$ cat src/rtl/uart_reg_sys.sv
`default_nettype none
// ============================================================================
// Module      : uart_reg_sys
// Description : UART-controlled 16x8 register file and ALU. Command frames
//               received on RX_IN write or read registers or run an ALU
//               operation, and responses are transmitted on TX_OUT.
//               8 data bits, XNOR parity, one stop bit, PRESCALE clocks/bit.
// Revision    : 1.0 - initial release
// ============================================================================
module uart_reg_sys #(
   parameter int DATA_WIDTH     = 8,
   parameter int ALU_FUN_WIDTH  = 4,
   parameter int REG_ADDR_WIDTH = 4,
   parameter int ADDR_WIDTH     = 4,
   parameter int PRESCALE       = 32
) (
   input  logic UART_CLK,
   input  logic RST,
   input  logic RX_IN,
   output logic TX_OUT,
   output logic PAR_ERR,
   output logic STP_ERR
);
   localparam int CNT_W  = $clog2(PRESCALE);
   localparam int RXB_W  = $clog2(DATA_WIDTH);
   localparam int TXB_W  = $clog2(DATA_WIDTH + 3);
   localparam int FRM_W  = DATA_WIDTH + 3;
   localparam int RF_DEP = 2 ** REG_ADDR_WIDTH;
   localparam logic [CNT_W-1:0]      c_sample   = CNT_W'(PRESCALE / 2 - 1);
   localparam logic [CNT_W-1:0]      c_bitend   = CNT_W'(PRESCALE - 1);
   localparam logic [RXB_W-1:0]      c_rx_last  = RXB_W'(DATA_WIDTH - 1);
   localparam logic [TXB_W-1:0]      c_tx_last  = TXB_W'(FRM_W - 1);
   localparam logic [DATA_WIDTH-1:0] c_cmd_wr   = DATA_WIDTH'(8'hAA);
   localparam logic [DATA_WIDTH-1:0] c_cmd_rd   = DATA_WIDTH'(8'hBB);
   localparam logic [DATA_WIDTH-1:0] c_cmd_alu  = DATA_WIDTH'(8'hCC);
   localparam logic [DATA_WIDTH-1:0] c_cmd_alun = DATA_WIDTH'(8'hDD);

   typedef enum logic [2:0] {RX_IDLE, RX_START, RX_DATA, RX_PAR, RX_STOP} rx_state_t;
   typedef enum logic [2:0] {CMD_IDLE, CMD_WR_ADDR, CMD_WR_DATA, CMD_RD_ADDR,
                             CMD_ALU_A, CMD_ALU_B, CMD_ALU_FUN, CMD_SEND} cmd_state_t;
   typedef enum logic {TX_IDLE, TX_BUSY} tx_state_t;

   // receiver
   rx_state_t               r_rx_st, w_rx_nx;
   logic [CNT_W-1:0]        r_rx_cnt;
   logic [RXB_W-1:0]        r_rx_bit;
   logic [DATA_WIDTH-1:0]   r_rx_shift;
   logic                    r_rx_par, r_rx_d, r_rx_valid, r_par_err, r_stp_err;
   logic                    w_rx_smp, w_rx_end, w_rx_par_ok, w_rx_err;
   logic [DATA_WIDTH-1:0]   w_rx_byte;
   logic [REG_ADDR_WIDTH-1:0] w_rx_addr;
   // command / register file
   cmd_state_t              r_cmd_st, w_cmd_nx;
   logic [DATA_WIDTH-1:0]   r_rf [RF_DEP];
   logic [REG_ADDR_WIDTH-1:0] r_addr, w_rf_waddr;
   logic [DATA_WIDTH-1:0]   r_resp, w_resp_val, w_alu, w_a, w_b;
   logic [3:0]              w_fun;
   logic                    w_rf_we, w_addr_load, w_resp_load, w_tx_start;
   // transmitter
   tx_state_t               r_tx_st, w_tx_nx;
   logic [CNT_W-1:0]        r_tx_cnt;
   logic [TXB_W-1:0]        r_tx_bit;
   logic [FRM_W-1:0]        r_tx_frame;
   logic                    w_tx_end;

   assign w_rx_smp    = (r_rx_cnt == c_sample);
   assign w_rx_end    = (r_rx_cnt == c_bitend);
   assign w_rx_par_ok = (r_rx_par == ~^r_rx_shift);
   assign w_rx_err    = r_par_err | r_stp_err;
   assign w_rx_byte   = r_rx_shift;   // stable long after the valid pulse
   assign w_rx_addr   = REG_ADDR_WIDTH'(w_rx_byte[ADDR_WIDTH-1:0]);
   assign w_fun       = 4'(w_rx_byte[ALU_FUN_WIDTH-1:0]);
   assign w_a         = r_rf[0];
   assign w_b         = r_rf[1];
   assign w_tx_end    = (r_tx_cnt == c_bitend);
   assign TX_OUT      = (r_tx_st == TX_BUSY) ? r_tx_frame[0] : 1'b1;
   assign PAR_ERR     = r_par_err;
   assign STP_ERR     = r_stp_err;

   // state registers of all three FSMs
   always_ff @(posedge UART_CLK or negedge RST) begin
      if (!RST) begin
         r_rx_st  <= RX_IDLE;
         r_cmd_st <= CMD_IDLE;
         r_tx_st  <= TX_IDLE;
      end else begin
         r_rx_st  <= w_rx_nx;
         r_cmd_st <= w_cmd_nx;
         r_tx_st  <= w_tx_nx;
      end
   end

   // receiver next state: a high start-bit sample is a false start
   always_comb begin
      w_rx_nx = r_rx_st;
      case (r_rx_st)
         RX_IDLE:  if (r_rx_d && !RX_IN) w_rx_nx = RX_START;
         RX_START: if (w_rx_smp && RX_IN) w_rx_nx = RX_IDLE;
                   else if (w_rx_end) w_rx_nx = RX_DATA;
         RX_DATA:  if (w_rx_end && r_rx_bit == c_rx_last) w_rx_nx = RX_PAR;
         RX_PAR:   if (w_rx_end) w_rx_nx = RX_STOP;
         RX_STOP:  if (w_rx_smp) w_rx_nx = RX_IDLE;
         default:  w_rx_nx = RX_IDLE;
      endcase
   end

   // receiver datapath; the edge-detect cycle counts as cycle 0 of the start bit
   always_ff @(posedge UART_CLK or negedge RST) begin
      if (!RST) begin
         r_rx_d <= 1'b1; r_rx_cnt <= '0; r_rx_bit <= '0; r_rx_shift <= '0;
         r_rx_par <= 1'b0; r_rx_valid <= 1'b0; r_par_err <= 1'b0; r_stp_err <= 1'b0;
      end else begin
         r_rx_d     <= RX_IN;
         r_rx_valid <= 1'b0;
         r_par_err  <= 1'b0;
         r_stp_err  <= 1'b0;
         if (r_rx_st == RX_IDLE) r_rx_cnt <= CNT_W'(1);
         else if (w_rx_end)      r_rx_cnt <= '0;
         else                    r_rx_cnt <= r_rx_cnt + CNT_W'(1);
         if (r_rx_st != RX_DATA) r_rx_bit <= '0;
         else if (w_rx_end)      r_rx_bit <= r_rx_bit + RXB_W'(1);
         if (w_rx_smp) begin
            case (r_rx_st)
               RX_DATA: r_rx_shift <= {RX_IN, r_rx_shift[DATA_WIDTH-1:1]};
               RX_PAR:  r_rx_par   <= RX_IN;
               RX_STOP: begin
                  r_rx_valid <= RX_IN & w_rx_par_ok;
                  r_par_err  <= ~w_rx_par_ok;
                  r_stp_err  <= ~RX_IN;
               end
               default: ;
            endcase
         end
      end
   end

   // ALU on RF[0] (A) and RF[1] (B), result truncated to the data width
   always_comb begin
      w_alu = '0;
      case (w_fun)
         4'd0: w_alu = w_a + w_b;
         4'd1: w_alu = w_a - w_b;
         4'd2: w_alu = w_a * w_b;
         4'd3: w_alu = (w_b == '0) ? '0 : w_a / w_b;
         4'd4: w_alu = w_a & w_b;
         4'd5: w_alu = w_a | w_b;
         4'd6: w_alu = w_a ^ w_b;
         4'd7: w_alu = ~(w_a & w_b);
         4'd8: w_alu = DATA_WIDTH'(w_a == w_b);
         4'd9: w_alu = DATA_WIDTH'(w_a > w_b);
         default: w_alu = '0;
      endcase
   end

   // command decoder; a receive error abandons any partial command
   always_comb begin
      w_cmd_nx    = r_cmd_st;
      w_rf_we     = 1'b0;
      w_rf_waddr  = r_addr;
      w_addr_load = 1'b0;
      w_resp_load = 1'b0;
      w_resp_val  = r_rf[w_rx_addr];
      w_tx_start  = 1'b0;
      if (w_rx_err) begin
         w_cmd_nx = CMD_IDLE;
      end else begin
         case (r_cmd_st)
            CMD_IDLE: if (r_rx_valid) begin
               if (w_rx_byte == c_cmd_wr)        w_cmd_nx = CMD_WR_ADDR;
               else if (w_rx_byte == c_cmd_rd)   w_cmd_nx = CMD_RD_ADDR;
               else if (w_rx_byte == c_cmd_alu)  w_cmd_nx = CMD_ALU_A;
               else if (w_rx_byte == c_cmd_alun) w_cmd_nx = CMD_ALU_FUN;
            end
            CMD_WR_ADDR: if (r_rx_valid) begin w_addr_load = 1'b1; w_cmd_nx = CMD_WR_DATA; end
            CMD_WR_DATA: if (r_rx_valid) begin w_rf_we = 1'b1; w_cmd_nx = CMD_IDLE; end
            CMD_RD_ADDR: if (r_rx_valid) begin w_resp_load = 1'b1; w_cmd_nx = CMD_SEND; end
            CMD_ALU_A: if (r_rx_valid) begin
               w_rf_we = 1'b1; w_rf_waddr = '0; w_cmd_nx = CMD_ALU_B;
            end
            CMD_ALU_B: if (r_rx_valid) begin
               w_rf_we = 1'b1; w_rf_waddr = REG_ADDR_WIDTH'(1); w_cmd_nx = CMD_ALU_FUN;
            end
            CMD_ALU_FUN: if (r_rx_valid) begin
               w_resp_load = 1'b1; w_resp_val = w_alu; w_cmd_nx = CMD_SEND;
            end
            CMD_SEND: if (r_tx_st == TX_IDLE) begin w_tx_start = 1'b1; w_cmd_nx = CMD_IDLE; end
            default: w_cmd_nx = CMD_IDLE;
         endcase
      end
   end

   // register file, pending address and response byte
   always_ff @(posedge UART_CLK or negedge RST) begin
      if (!RST) begin
         for (int i = 0; i < RF_DEP; i++) r_rf[i] <= '0;
         r_addr <= '0;
         r_resp <= '0;
      end else begin
         if (w_rf_we)     r_rf[w_rf_waddr] <= w_rx_byte;
         if (w_addr_load) r_addr <= w_rx_addr;
         if (w_resp_load) r_resp <= w_resp_val;
      end
   end

   // transmitter next state: busy for exactly one frame
   always_comb begin
      w_tx_nx = r_tx_st;
      case (r_tx_st)
         TX_IDLE: if (w_tx_start) w_tx_nx = TX_BUSY;
         TX_BUSY: if (w_tx_end && r_tx_bit == c_tx_last) w_tx_nx = TX_IDLE;
         default: w_tx_nx = TX_IDLE;
      endcase
   end

   // transmitter shift register: bit 0 of the frame drives the line
   always_ff @(posedge UART_CLK or negedge RST) begin
      if (!RST) begin
         r_tx_cnt <= '0; r_tx_bit <= '0; r_tx_frame <= '1;
      end else if (r_tx_st == TX_IDLE) begin
         r_tx_cnt <= '0;
         r_tx_bit <= '0;
         if (w_tx_start) r_tx_frame <= {1'b1, ~^r_resp, r_resp, 1'b0};
      end else if (w_tx_end) begin
         r_tx_cnt   <= '0;
         r_tx_bit   <= r_tx_bit + TXB_W'(1);
         r_tx_frame <= {1'b1, r_tx_frame[FRM_W-1:1]};
      end else begin
         r_tx_cnt <= r_tx_cnt + CNT_W'(1);
      end
   end
endmodule
`default_nettype wire

$ cat config.mk
export PLATFORM = sky130hd
export DESIGN_NAME = uart_reg_sys
export DESIGN_NICKNAME = d
export VERILOG_FILES = /design/src/rtl/uart_reg_sys.sv
export SDC_FILE = /design/constraint.sdc
export NUM_CORES = 1
export LEC_CHECK = 0
export ABC_AREA = 1
export CAP_MARGIN = 5
export CORE_ASPECT_RATIO = 1.75
export CORE_MARGIN = 2
export CORE_UTILIZATION = 30
export CTS_CLUSTER_DIAMETER = 100
export DETAILED_ROUTE_END_ITERATION = 8
export PLACE_DENSITY_LB_ADDON = 0.25
export SLEW_MARGIN = 5
export SYNTH_ARGS = -nofsm -noshare
export SYNTH_HDL_FRONTEND = slang
export SYNTH_SLANG_ARGS = --single-unit
$ cat constraint.sdc
create_clock -name UART_CLK -period 10.91 [get_ports UART_CLK]
set_input_delay 2.182 -clock UART_CLK [delete_from_list [all_inputs] [get_ports UART_CLK]]
set_output_delay 2.182 -clock UART_CLK [all_outputs]
set_load 0.01 [all_outputs]
==> results.ini <==
[routing]
drt_pass1_iterations = 5
post_drt_wl_per_cell_microns = 17.5
first_iter_violations = 747
drtAntennaViolNets = 0
num_vias = 11200
route.detailed.drc = 0
via_per_inst = 5.03
wirelength_microns = 39000

[yosys]
yosys_warnings = 0
synth.yosys.seq_area_share_pct = 37.0
netlist_area_sq_mm = 0.0127
synthCells = 1690
synth_seq_cells = 187
synth_top_flop_cell = dfrtp_1
avgSynthCellArea_sq_um = 7.51
synth_edf_count = 0
syn-num-nets = 1809
synthArstFlopShare_pct = 100
synth_cell_type_count = 50

[flow_run]
cap_violations = 0

[pwr]
p_int_uw = 1120
swShare_pct = 24.7
power_frac_clock_pct = 44.5
p_switching_uw = 368
p_seq_share_pct = 48.4
irDropWorstVdd_mv = 0.0877
power_leakage_uw = 0.00680
p_per_area_mw_per_mm2 = 107
pwr-share-comb_pct = 7.1

[global_routing]
grt_overflow = 0
track_usage_pct = 17.9
grt_pass1_vias = 11200
grt_pass1_wl_microns = 61700
grt.busiest_layer = met2
grt_use_met2_pct = 34.6
grt_max_degree = 76
antenna_found_initial = 0
met3_usage_pct = 1.88
use_met1_pct = 17.9

[clock_tree]
htreeDepth = 4
cts_tree = yes
root_buffer = clkbuf_16
cts-buffers-inserted = 17
cts.clk_slew.worst_paths_ns = 0.07
clockBufferDepth = 2
numClockSinks = 187
postCtsHoldBufs = 0
clk_latency_ns = 0.45

[final_layout]
fin_nets = 1775
final_cell_mix = 420 x nand2_1, 221 x o21ai_0, 174 x dfrtp_1, 171 x inv_1, 118 x nor2_1
mostFrequentLayoutCell = nand2_1
areaGrowthSynthToFinish_pct = 9.53
n_antenna_cell = 0
stdcell_count = 2224
layout-drive-gt1-share_pct = 6.65

[floorplan]
die-area_sq_mm = 0.0441
ios = 6
die_h_microns = 276
core-area_sq_mm = 0.0417
initial_utilization_pct = 30.4
die_w_microns = 160
rows = 99

[timing]
slew_headroom_pct = 38.0
clock_skew_ns = 0.00976
setup_violations = 0
hold_ws_ns = 0.462
fin_ws_ns = 1.13
drv_slew = 0
hold_viol_final = 0
layout_min_cycle_time_ns = 9.78
fmax_ghz = 0.102
fin_crit_sh_pct = 89.6
worstMarginPinSlew_ns = 0.930

[critical_path]
cp.arrival_ns = 10.12
slowest_delay_ns = 0.43
cpMostUsedCell = nand2_1
start_kind = flop
crit_path_end_kind = flop
crit_path_top_delay_cell = dfrtp_2
worstSetupPathType = flop to flop
cp_max_fo = 10
worstPathRequired_ns = 11.25

[placement]
place_inst = 2186
port_buffers = 5
hpwlAfterDp_microns = 28400
dp_slack_ns = 0.636
gp_congestion = 0.938

[min_path]
min_path_type = flop to flop

[outcome]
outcome = completed

## power groups by stage
stage / clock (uW) / sequential, uW / combinational, uW
2_1_floorplan: 0 / 733 / 69.8
3_3_place_gp: 0 / 735 / 107
3_5_place_dp: 0 / 735 / 109
4_1_cts: 684 / 722 / 109
5_1_grt: 711 / 724 / 122
6_report: 663 / 722 / 106
## path summary, 6_finish.rpt
check | to | cells after the start | slack [ns] | start
worst max register to register | r_resp[0] | 60 | 1.13 | w_b[0]
worst min register to register | r_tx_cnt[0] | 1 | 0.46 | r_tx_cnt[0]
worst max-delay path | r_resp[0] | 60 | 1.13 | w_b[0]
max in group asynchronous | r_rx_shift[0] | 3 | 7.09 | RST
min in group asynchronous | r_rf[83] | 1 | 1.70 | RST
worst min-delay path | r_tx_cnt[0] | 1 | 0.46 | r_tx_cnt[0]
## routing by layer
| metal | vias up | part of all wire [%] |
|---|---|---|
| met5 | - | 0 |
| met4 | 0 | 6.4 |
| met3 | 106 | 2.3 |
| met2 | 208 | 55 |
| met1 | 5357 | 36 |
| li1 | 5521 | - |
## cell families after synthesis
family / Yosys count / share of synthesized area, %
DFF: 187 / 37.0
xor gates and xnor gates: 26 / 1.79
and+or+nand+nor: 707 / 23.5
AOI/OAI and AO/OA: 396 / 17.5
adders and majority gates: 116 / 12.3
buffers and inverters: 258 / 8.01
## critical path, delay by kind of cell (launching register included)
| family | cells | cell delay, ns |
|---|---|---|
| simple gates | 28 | 3.45 |
| fa+ha+maj | 8 | 2.45 |
| compound gates | 15 | 2.33 |
| buf+inv | 7 | 0.66 |
| flops | 1 | 0.43 |
| xor+xnor | 2 | 0.34 |
## Yosys cell counts, drive strengths merged (10+ instances only)
master | count | share of area (%)
a21oi | 57 | 2.2
buf | 17 | 0.89
clkbuf | 61 | 1.8
dfrtp | 176 | 35
dfstp | 11 | 2.3
fa | 14 | 2.2
ha | 102 | 10
inv | 177 | 5.2
nand2 | 429 | 13
nand3 | 98 | 3.9
nand4 | 16 | 0.91
nor2 | 122 | 3.8
nor3 | 21 | 0.92
o21ai | 263 | 11
o221ai | 23 | 1.6
o22ai | 11 | 0.54
or2 | 10 | 0.49
xnor2 | 12 | 0.83
xor2 | 14 | 0.97
## metrics by stage
step / area [sq um] / setup TNS [ns] / power (uW) / util, %
finish: 13900 / 0 / 1490 / 33.3
global route: 13900 / -0.0638 / 1560 / 33.3
CTS: 13800 / 0 / 1520 / 33.2
detailed placement: 13200 / 0 / 844 / 31.7
global placement: 13200 / 0 / 842 / 31.7
floorplan: 12700 / 0 / 803 / -
## area by class of cell
cell class                 instances  area [sq um]
sequential                       187          4700
timing repair buffer              25           204
clock inverter                    12           160
clock buffer                      20           467
tap                              555           694
multi-input combinational       1245          7010
fill                            4469         27800
inverter                         180           683
## repair_timing
| action | in CTS | in global routing |
|---|---|---|
| endpoints found under the hold margin | 0 | 0 |
| endpoints found under the setup margin | 0 | 1 |
| buffers inserted | 0 | 6 |
| resized for setup | 0 | 11 |
## registers in the layout, summed over array words and instances (netlist names), 3 cells and up
name / count
w_b: 8
w_a: 8
r_addr: 4
r_rx_shift: 8
r_rf: 112
r_tx_bit: 4
r_cmd_st: 3
r_rx_cnt: 5
r_rx_bit: 3
r_resp: 8
r_tx_cnt: 5
r_tx_frame: 10
r_rx_st: 3
(Power assumes the default switching activity.)
